File: src/rtl/qr_pkg.sv
// Shared constants and types for the qr_cordic input-side loader.
package qr_pkg;

  localparam int unsigned DATA_W = 12;
  localparam int unsigned ROWS   = 8;
  localparam int unsigned COLS   = 4;
  localparam int unsigned ROW_AW = 3;
  localparam int unsigned COL_AW = 2;
  localparam int unsigned A_LEN  = ROWS * COLS;
  localparam int unsigned A_AW   = $clog2(A_LEN);

  typedef enum logic [1:0] {
    StIdle,
    StLoad,
    StRun,
    StDone
  } ld_state_e;

  // Row-major flat index of an A element.
  function automatic logic [A_AW-1:0] a_index(input logic [ROW_AW-1:0] row,
                                               input logic [COL_AW-1:0] col);
    return A_AW'(row) * A_AW'(COLS) + A_AW'(col);
  endfunction

endpackage

File: src/rtl/qr_a_regfile.sv
// A matrix storage: rising-edge write port, falling-edge registered read port.
module qr_a_regfile
  import qr_pkg::*;
(
  input  logic              clk_i,
  input  logic              rst_ni,
  input  logic              we_i,
  input  logic [A_AW-1:0]   waddr_i,
  input  logic [DATA_W-1:0] wdata_i,
  input  logic              re_i,
  input  logic [A_AW-1:0]   raddr_i,
  output logic [DATA_W-1:0] rdata_o
);

  logic [DATA_W-1:0] mem_q [A_LEN];
  logic [DATA_W-1:0] rdata_q;

  always_ff @(posedge clk_i) begin
    if (we_i) begin
      mem_q[waddr_i] <= wdata_i;
    end
  end

  // Falling-edge capture so the data is settled at the consumer's next rising edge.
  always_ff @(negedge clk_i or negedge rst_ni) begin
    if (!rst_ni) begin
      rdata_q <= '0;
    end else if (re_i) begin
      rdata_q <= mem_q[raddr_i];
    end
  end

  assign rdata_o = rdata_q;

endmodule

File: src/rtl/qr_a_loader.sv
// Streams one A matrix into storage, starts qr_cordic and serves its reads.
// Optional run-length counter output enabled by QR_A_CYCLE_CNT_EN.
module qr_a_loader
  import qr_pkg::*;
(
  input  logic              clk,
  input  logic              rst,
  input  logic              in_valid,
  output logic              in_ready,
  input  logic [DATA_W-1:0] in_data,
  input  logic              in_last,
  output logic              en,
  input  logic              rd_A,
  input  logic [ROW_AW-1:0] rd_A_row_addr,
  input  logic [COL_AW-1:0] rd_A_col_addr,
  output logic [DATA_W-1:0] rd_A_data,
  input  logic              valid,
  output logic              busy,
  output logic              done,
`ifdef QR_A_CYCLE_CNT_EN
  output logic [9:0]        run_cycles,
`endif
  output logic              load_err
);

  localparam logic [A_AW-1:0] LastIdx = A_AW'(A_LEN - 1);

  ld_state_e       state_q, state_d;
  logic [A_AW-1:0] cnt_q, cnt_d;
  logic            err_q, err_d;
  logic            wr_en;
  logic [A_AW-1:0] wr_addr;

  always_comb begin
    state_d  = state_q;
    cnt_d    = cnt_q;
    err_d    = err_q;
    in_ready = 1'b0;
    wr_en    = 1'b0;
    wr_addr  = cnt_q;
    unique case (state_q)
      StIdle: begin
        in_ready = 1'b1;
        if (in_valid) begin
          wr_en   = 1'b1;
          wr_addr = '0;
          if (in_last) begin
            err_d = 1'b1;
          end else begin
            err_d   = 1'b0;
            cnt_d   = A_AW'(1);
            state_d = StLoad;
          end
        end
      end
      StLoad: begin
        in_ready = 1'b1;
        if (in_valid) begin
          wr_en = 1'b1;
          cnt_d = cnt_q + A_AW'(1);
          if (cnt_q == LastIdx) begin
            cnt_d   = '0;
            err_d   = !in_last;
            state_d = in_last ? StRun : StIdle;
          end else if (in_last) begin
            cnt_d   = '0;
            err_d   = 1'b1;
            state_d = StIdle;
          end
        end
      end
      StRun: begin
        if (valid) begin
          state_d = StDone;
        end
      end
      StDone: begin
        state_d = StIdle;
      end
      default: state_d = StIdle;
    endcase
  end

  always_ff @(posedge clk or negedge rst) begin
    if (!rst) begin
      state_q <= StIdle;
      cnt_q   <= '0;
      err_q   <= 1'b0;
    end else begin
      state_q <= state_d;
      cnt_q   <= cnt_d;
      err_q   <= err_d;
    end
  end

  // Decoded straight from the state register, so reset clears them without a clock.
  assign en       = (state_q == StRun);
  assign busy     = (state_q != StIdle);
  assign done     = (state_q == StDone);
  assign load_err = err_q;

  qr_a_regfile u_regfile (
    .clk_i   (clk),
    .rst_ni  (rst),
    .we_i    (wr_en),
    .waddr_i (wr_addr),
    .wdata_i (in_data),
    .re_i    (rd_A && (state_q == StRun)),
    .raddr_i (a_index(rd_A_row_addr, rd_A_col_addr)),
    .rdata_o (rd_A_data)
  );

`ifdef QR_A_CYCLE_CNT_EN
  logic [9:0] run_cnt_q, run_cnt_d;

  always_comb begin
    run_cnt_d = run_cnt_q;
    if (state_q != StRun && state_d == StRun) begin
      run_cnt_d = '0;
    end else if (state_q == StRun && run_cnt_q != 10'h3FF) begin
      run_cnt_d = run_cnt_q + 10'd1;
    end
  end

  always_ff @(posedge clk or negedge rst) begin
    if (!rst) begin
      run_cnt_q <= '0;
    end else begin
      run_cnt_q <= run_cnt_d;
    end
  end

  assign run_cycles = run_cnt_q;
`endif

endmodule

File: config.mk
export PLATFORM = sky130hd
export DESIGN_NAME = qr_a_loader
export DESIGN_NICKNAME = d
export VERILOG_FILES = /design/src/rtl/qr_pkg.sv /design/src/rtl/qr_a_regfile.sv /design/src/rtl/qr_a_loader.sv
export SDC_FILE = /design/constraint.sdc
export NUM_CORES = 1
export LEC_CHECK = 0
export BUFFER_PORTS_ARGS = -buffer_cell sky130_fd_sc_hd__buf_2
export CAP_MARGIN = 0
export CORE_UTILIZATION = 33
export DETAILED_ROUTE_END_ITERATION = 6
export GPL_TIMING_DRIVEN = 0
export MAX_ROUTING_LAYER = met4
export PLACE_DENSITY = 0.52
export SLEW_MARGIN = 20
export SYNTH_ARGS = -nofsm -noshare
export SYNTH_HDL_FRONTEND = slang
export SYNTH_SLANG_ARGS = --single-unit
export TNS_END_PERCENT = 1
File: constraint.sdc
create_clock -name clk -period 2.34 [get_ports clk]
set_input_delay 0.117 -clock clk [delete_from_list [all_inputs] [get_ports clk]]
set_output_delay 0.117 -clock clk [all_outputs]
set_load 0.005 [all_outputs]
# [After elaboration in Yosys (flattened, before gate mapping)]
# Memory sizes are Yosys's and may differ from the RTL's. A register that Yosys moved wholly into a read port is not among the register bits.
# Cells that the tools add are included.
[classes] n_reduce_logical=10 add_sub_neg=2 n_mux=27 eq_ne=9
[op_table] op="$mux W5" n=7
[op_table] op="$mux W2" n=7
[op_table] op="$mux W1" n=10
[op_table] op="$pmux W5 S2" n=1
[op_table] op="$pmux W2 S4" n=1
[op_table] op="$reduce_and A4 Y1" n=2
[op_table] op="$ne A2 B2 Y1 const B" n=3
[op_table] op="$add A5 B1 Y5 const B" n=1
[op_table] op="$add A5 B2 Y5" n=1
[op_table] op="$eq A5 B5 Y1 const B" n=1
[op_table] op="$reduce_and A5 Y1" n=1
[op_table] op="$eq A2 B2 Y1 const B" n=2
[op_table] op="$reduce_bool A2 Y1" n=2
[op_table] op="$ne A3 B3 Y1 const B" n=1
[op_table] op="$eq A2 B1 Y1 const B" n=1
[op_table] op="$logic_not A1 Y1" n=2
[op_table] op="$logic_not A2 Y1" n=1
[op_table] op="$ne A2 B1 Y1 const B" n=1
[op_table] op="$pmux W1 S2" n=1
[op_table] op="$reduce_or A2 Y1" n=1
[op_table] op="$logic_and A1 B1 Y1" n=1
[totals] output_inout_bits=17 input_bits=23 wordCells=52 ff_bits=8 mem_bits_rw=384 n_memories=1
[memory_table] name="u_regfile.mem_q" words=32 width=12 read_ports=1 rd_ports_with_merged_regs=1 write_ports=1 line_no="qr_a_regfile.sv:15" rtl="logic [DATA_W-1:0] mem_q [A_LEN];"

# [Logic depth before layout (Yosys ltp)]
# Gate-level depths: netlist of run 1.
[logic_depth] ltp_word=5 depth_mapped=8 mapped_depth_nobuf=8

# [Modules after synthesis]
# From an unflattened synthesis of run 1, not the netlist that was laid out.
[hier_totals] hier_cells=911 hier_area_um2=16051.6
[modules_own_cells] mod="qr_a_regfile" cells_each=857 n_inst=1 area_per_inst_um2=15554.9 seq_area_each_um2=11831.3
[modules_own_cells] mod="qr_a_loader" cells_each=54 n_inst=1 area_per_inst_um2=496.7 seq_area_each_um2=200.2

==> results of run 1 <==
==> Yosys cell counts (all sizes together) <==
| library cell | number | area (µm²) |
|---|---|---|
| ha | 2 | 25.0 |
| clkbuf | 28 | 105 |
| o41ai | 12 | 165 |
| nand3 | 6 | 30.0 |
| nor2b | 6 | 37.5 |
| and3 | 1 | 6.26 |
| nand4 | 1 | 6.26 |
| a31oi | 1 | 6.26 |
| nand3b | 1 | 7.51 |
| nor4 | 2 | 12.5 |
| dfrtp | 8 | 200 |
| or2 | 2 | 12.5 |
| edfxtp | 384 | 11500 |
| nand2b | 3 | 18.8 |
| and2 | 3 | 18.8 |
| nor2 | 40 | 150 |
| a22oi | 48 | 360 |
| o22ai | 13 | 81.3 |
| o31ai | 1 | 7.51 |
| a22o | 26 | 228 |
| a21oi | 28 | 140 |
| mux2i | 192 | 1920 |
| nor3 | 1 | 5.00 |
| a221oi | 24 | 216 |
| inv | 3 | 11.3 |
| mux2 | 1 | 11.3 |
| dfrtn | 12 | 300 |
| nand2 | 23 | 86.3 |
| o21ai | 8 | 40.0 |
| buf | 25 | 265 |
==> flip-flops by register name, summed over array words and instances, names as in the netlist, named ones only <==
signal             flops
u_regfile.mem_q      384
u_regfile.rdata_o     12
cnt_q                  5
load_err               1
state_q                1
==> repair_timing <==
action,in CTS,in global routing
pin swaps,11,4
buffers inserted,13,1
hold buffers,4,0
endpoints found under the setup margin,360,265
endpoints found under the hold margin,12,0
gates resized for setup,85,48
==> path summary, 6_finish.rpt <==
| kind | startpoint | to | slack (ns) | cells past startpoint |
|---|---|---|---|---|
| hold reg to reg | u_regfile.rdata_o[7] | u_regfile.rdata_o[7] | 0.50 | 2 |
| min in group clk | in_valid | load_err | 0.09 | 4 |
| hold / removal | rst | load_err | 0.09 | 2 |
| setup reg to reg | u_regfile.mem_q[24][10] | u_regfile.rdata_o[10] | -0.19 | 5 |
| setup / recovery | rd_A_col_addr[1] | u_regfile.rdata_o[9] | -0.22 | 7 |
| max in group asynchronous | rst | u_regfile.rdata_o[11] | 0.76 | 2 |
==> per-layer routing <==
layer  up-vias  wire length [µm]
met4         0               833
li1       3878                 -
met3        55              2130
met1      4482             20000
met2       220             20700
met5         -                 0
==> cell families (layout without fill, tap and decap cells) <==
group	after synthesis	count (layout)	synth area share [%]
AOI/OAI and AO/OA	161	161	7.78
adders and majority gates	2	2	0.156
buffers and inverters	56	194	2.38
muxes	193	193	12.1
DFF	404	404	75.2
other	0	1	0
and+or+nand+nor	89	89	2.45
==> cell type report <==
cell class	instances	area, µm²
fillers	4192	28400
flip-flops and latches	404	12000
multi-input cells	445	4210
clock buffers	62	1260
well taps	615	769
plain buffers	53	493
repair buffers	62	478
clock inverters	14	111
inverters	3	11.3
diodes	1	2.50
==> stage by stage <==
step / hold slack, ns / instance area (µm²) / utilization (%)
global route: 0.0898 / 19400 / 40.6
detailed placement: 0.151 / 17200 / 35.9
CTS: 0.0710 / 19200 / 40.1
finish: 0.0870 / 19400 / 40.6
global placement: 0.150 / 17000 / 35.6
floorplan: -0.179 / 16100 / -
==> power by group through the flow <==
stage	logic, W	clock network (W)	registers [W]
finish	0.00141	0.00665	0.00825
global route	0.00149	0.00703	0.00826
CTS	0.00137	0.00676	0.00825
detailed placement	0.00124	0	0.00840
global placement	0.00120	0	0.00840
floorplan	0.000678	0	0.00834
==> summary.md, run 1 <==
| Metric | Value |
|---|---|
| 1st-pass router iterations | `5` |
| Routing usage on met2 | `approximately 29%` |
| Post-layout power | `0.0163 W` |
| Most frequent cells in the layout | `edfxtp_1, mux2i_1, a22oi_1, clkbuf_16, buf_2` |
| CP bufs+invs | `3` |
| Crit-path slowest cell | `clkbuf_8` |
| Crit-path cells | `buf_2 > nor2b_1 > clkbuf_8 > clkbuf_2 > a22oi_1 > a21oi_2 > o41ai_2` |
| Final setup fails | `24` |
| Global-route wire length before repair | `61.5 mm` |
| Avg Inst Size Synth | `17.7 µm²` |
| Yosys warning total | `0` |
| Logic pwr share | `a little under 9%` |
| CTS sink cnt | `a little over 400` |
| Max-capacitance violation count | `0` |
| Critical path arrival | `between 1.5 and 2 ns` |
| IO buf count | `38` |
| DRT iter0 DRCs | `758` |
| Post-layout worst setup margin | `-0.217 ns` |
| Clock Skews | `0.0145 ns` |
| Tightest Pin Transition | `about 0.87 ns` |
| Grt ovf | `0` |
| Reg clk slew, reported paths | `0.06 ns` |
| Placeable Area | `~48000 µm²` |
| Post-route DRC | `0` |
| Synthesized Nets | `930` |
| Layout cells sized above 1 | `between 20% and 30%` |
| Row count | `80` |
| Post-DP HPWL | `approximately 28 mm` |
| DRT antenna net count | `0` |
| Non-Filler Instances | `roughly 1700` |
| Critical path class | `in -> reg` |
| Clock root buffer | `clkbuf_16` |
| Max clock buf depth | `3` |
| Gr usage total | `a little under a fifth` |
| DIE HEIGHT | `between 200 and 250 µm` |
| WL final | `between 40 and 50 mm` |
| GPL Wtd Cong | `between 0.8 and 0.9` |
| Worst setup EP type | `register` |
| Die footprint | `49400 µm²` |
| Starting density of the core | `approximately a third` |
| Worst Path Max Fanout | `10` |
| Hold Crit Class | `in -> async` |
| Via Count | `around 8600` |
| Synthesized area | `roughly 16000 µm²` |
| Initial antenna violation count | `0` |
| VDD IR max | `~0.45 mV` |
| Netlist cell types | `36` |
| Global Route met1 Usage | `24.3%` |
| Total negative slack | `-3.69 ns` |
| CP peak stage delay | `0.33 ns` |
| Slew margin rel. | `around two fifths` |
| Leak | `6.71 nW` |
| Power Density | `roughly 840 nW/µm²` |
| Routed vias/inst | `~5.2` |
| Place WS | `-1.46 ns` |
| Number of global-route vias before repair | `approximately 8600` |
| RSZ-0062 raised after global routing | `true` |
| Seq cells post-synth | `~400` |
| Startpoint Class | `input port` |
| Cells after DPL | `between 1500 and 2000` |
| GR Util met3 | `under 10%` |
| Largest net degree at the start of global routing | `33` |
| CP delay by family, top | `buffers and inverters` |
| Register area share after synthesis | `75.2%` |
| Nets | `a little over 1000` |
| # IOs | `40` |
| Pins over their slew limit | `0` |
| Num CTS Buffers | `43` |
| DR WL/cell | `~26 µm` |
| Failing checks | `negative setup slack` |
| Clk_lat worst skew | `approximately 0.56 ns` |
| Endpoints failing hold | `0` |
| CTS tree | `built` |
| Sequential fraction of design power | `between 50% and 60%` |
| H-tree levels | `2` |
| P_int | `0.0126 W` |
| CP required | `1.56 ns` |
| Post-Syn Instances | `just over 900` |
| Run status | `complete, but fails checks` |
| Syn-to-layout area delta | `21.0%` |
| GR peak layer | `met2` |
| Commonest non-fill, non-tap cell in the layout | `edfxtp_1` |
| Clock power frac | `around two fifths` |
| Net Sw Power | `roughly 0.0038 W` |
| Die X | `between 200 and 250 µm` |
| Net Sw Frac | `roughly 23%` |
Power figures use the tool's default switching activity.
==> run 2: changes to the inputs <==
--- a/config.mk
+++ b/config.mk
@@ -8,10 +8,11 @@
 export BUFFER_PORTS_ARGS = -buffer_cell sky130_fd_sc_hd__buf_2
 export CAP_MARGIN = 0
 export CORE_UTILIZATION = 33
+export CTS_CLUSTER_SIZE = 30
 export DETAILED_ROUTE_END_ITERATION = 6
 export GPL_TIMING_DRIVEN = 0
+export HOLD_SLACK_MARGIN = 0.03
 export MAX_ROUTING_LAYER = met4
-export PLACE_DENSITY = 0.52
 export SLEW_MARGIN = 20
 export SYNTH_ARGS = -nofsm -noshare
 export SYNTH_HDL_FRONTEND = slang
==> summary.md, run 2 (synthesized netlist as in run 1, its figures left out) <==
| Metric | Value |
|---|---|
| Critical path arrival | `just under 2 ns` |
| Leak | `6.73 nW` |
| Clock root buffer | `clkbuf_16` |
| Non-Filler Instances | `1671` |
| Row count | `80` |
| Max clock buf depth | `3` |
| Global-route wire length before repair | `around 60 mm` |
| Syn-to-layout area delta | `21.5%` |
| # IOs | `40` |
| Num CTS Buffers | `42` |
| Post-route DRC | `0` |
| Post-DP HPWL | `26.6 mm` |
| Die X | `~220 µm` |
| Initial antenna violation count | `0` |
| DIE HEIGHT | `~220 µm` |
| Worst Path Max Fanout | `1` |
| Failing checks | `negative setup slack` |
| CP required | `between 1.5 and 2 ns` |
| Commonest non-fill, non-tap cell in the layout | `edfxtp_1` |
| Post-layout worst setup margin | `-0.265 ns` |
| Crit-path cells | `mux2i_1 > a22o_1 > a221oi_2 > o22ai_1 > o41ai_1` |
| Routed vias/inst | `between 5 and 6` |
| Starting density of the core | `about a third` |
| DRT iter0 DRCs | `about 860` |
| Critical path class | `reg -> reg` |
| Max-capacitance violation count | `0` |
| Via Count | `about 8900` |
| IO buf count | `38` |
| CTS sink cnt | `roughly 400` |
| Slew margin rel. | `between 40% and 50%` |
| CP peak stage delay | `between 0.3 and 0.4 ns` |
| Number of global-route vias before repair | `roughly 8600` |
| Power Density | `between 800 and 900 nW/µm²` |
| Pins over their slew limit | `0` |
| Placeable Area | `between 40000 and 50000 µm²` |
| Final setup fails | `32` |
| GPL Wtd Cong | `between 0.8 and 0.9` |
| VDD IR max | `0.493 mV` |
| Hold Crit Class | `in -> async` |
| RSZ-0062 raised after global routing | `true` |
| H-tree levels | `2` |
| Crit-path slowest cell | `edfxtp_1` |
| 1st-pass router iterations | `5` |
| WL final | `approximately 42 mm` |
| Gr usage total | `between 10% and 20%` |
| Top reg by flops | `u_regfile.mem_q` |
| Die footprint | `about 49000 µm²` |
| Clk_lat worst skew | `0.57 ns` |
| Worst setup EP type | `register` |
| CTS tree | `built` |
| Grt ovf | `0` |
| Most frequent cells in the layout | `edfxtp_1, mux2i_1, a22oi_1, buf_2, clkbuf_16` |
| Layout cells sized above 1 | `between 20% and 30%` |
| DR WL/cell | `~25 µm` |
| Largest net degree at the start of global routing | `33` |
| Place WS | `-1.55 ns` |
| Clock Skews | `roughly 0.028 ns` |
| Nets | `around 1000` |
| Cells after DPL | `1562` |
| Tightest Pin Transition | `~0.78 ns` |
| Endpoints failing hold | `0` |
| DRT antenna net count | `0` |
| Reg clk slew, reported paths | `about 0.06 ns` |
| Startpoint Class | `register` |
| Fill cells | `approximately 4200` |
| Largest register FFs | `384` |
| Total negative slack | `-4.21 ns` |
| Fin Hold WS | `0.0673 ns` |
| Run status | `complete, but fails checks` |
-- run 2: cell count changes in the layout (fill, tap and decap cells not counted), moves of 3 or more --
cell	change
a21oi_1	+3
a21oi_2	-3
buf_12	+10
buf_2	+3
clkbuf_1	+5
clkbuf_16	-3
clkbuf_2	-5
clkbuf_8	-5
inv_6	+3
o41ai_1	+3
o41ai_2	-4
-- run 2: cell type report --
type	instances	area [µm²]	area share, %
Sequential cell	404	12000	61.9
Antenna cell	1	2.50	0.0129
Multi-Input combinational cell	445	4180	21.5
Clock inverter	22	176	0.907
Inverter	3	11.3	0.0579
Clock buffer	56	1110	5.73
Buffer	53	497	2.55
Tap cell	615	769	3.96
Timing Repair Buffer	72	671	3.45
-- run 2: timing repair --
item / CTS / global route
hold buffers: 4 / 0
gates cloned: 0 / 1
buffers inserted: 6 / 19
setup endpoints to repair: 384 / 370
hold endpoints to repair: 12 / 0
pin swaps: 15 / 26
resized for setup: 90 / 36
-- run 2: metal layers --
layer / vias to the layer above / share of wire [%] / track usage [%]
met4: 0 / 2.0 / 5.85
met2: 330 / 48 / 27.2
met3: 59 / 6.6 / 2.96
li1: 3889 / - / -
met1: 4662 / 43 / 23.2
met5: - / 0 / -
-- run 2: per-stage QoR --
step / utilization (%) / total power, W / cell area, µm²
4_1_cts: 39.6 / 0.0160 / 18900
3_5_place_dp: 35.8 / 0.00964 / 17100
5_1_grt: 40.7 / 0.0164 / 19400
6_report: 40.7 / 0.0160 / 19400
2_1_floorplan: - / 0.00902 / 16100
3_3_place_gp: 35.6 / 0.00960 / 17000
-- run 2: critical path, delay by kind of cell, from the launching register on --
family	cells	cell delay, ns
AO/OA/AOI/OAI	4	1.00
multiplexers	1	0.07
flip-flops	1	0.32
-- run 2: worst paths after layout --
kind                                         from                    to  slack, ns  cells past startpoint
setup / recovery           u_regfile.mem_q[20][4]  u_regfile.rdata_o[4]      -0.27                      5
hold / removal                                rst             async pin       0.07                      2
setup reg to reg           u_regfile.mem_q[20][4]  u_regfile.rdata_o[4]      -0.27                      5
hold reg to reg              u_regfile.rdata_o[8]  u_regfile.rdata_o[8]       0.53                      2
max in group asynchronous                     rst  u_regfile.rdata_o[8]       0.81                      2
min in group clk                         in_valid              load_err       0.10                      4
-- run 2: report_power, final --
part	internal, W	leakage (nW)	switching [W]	total, W
sequential	0.00813	3.71	0.000136	0.00826
combinational	0.000499	2.39	0.000928	0.00143
clock	0.00359	0.633	0.00273	0.00632
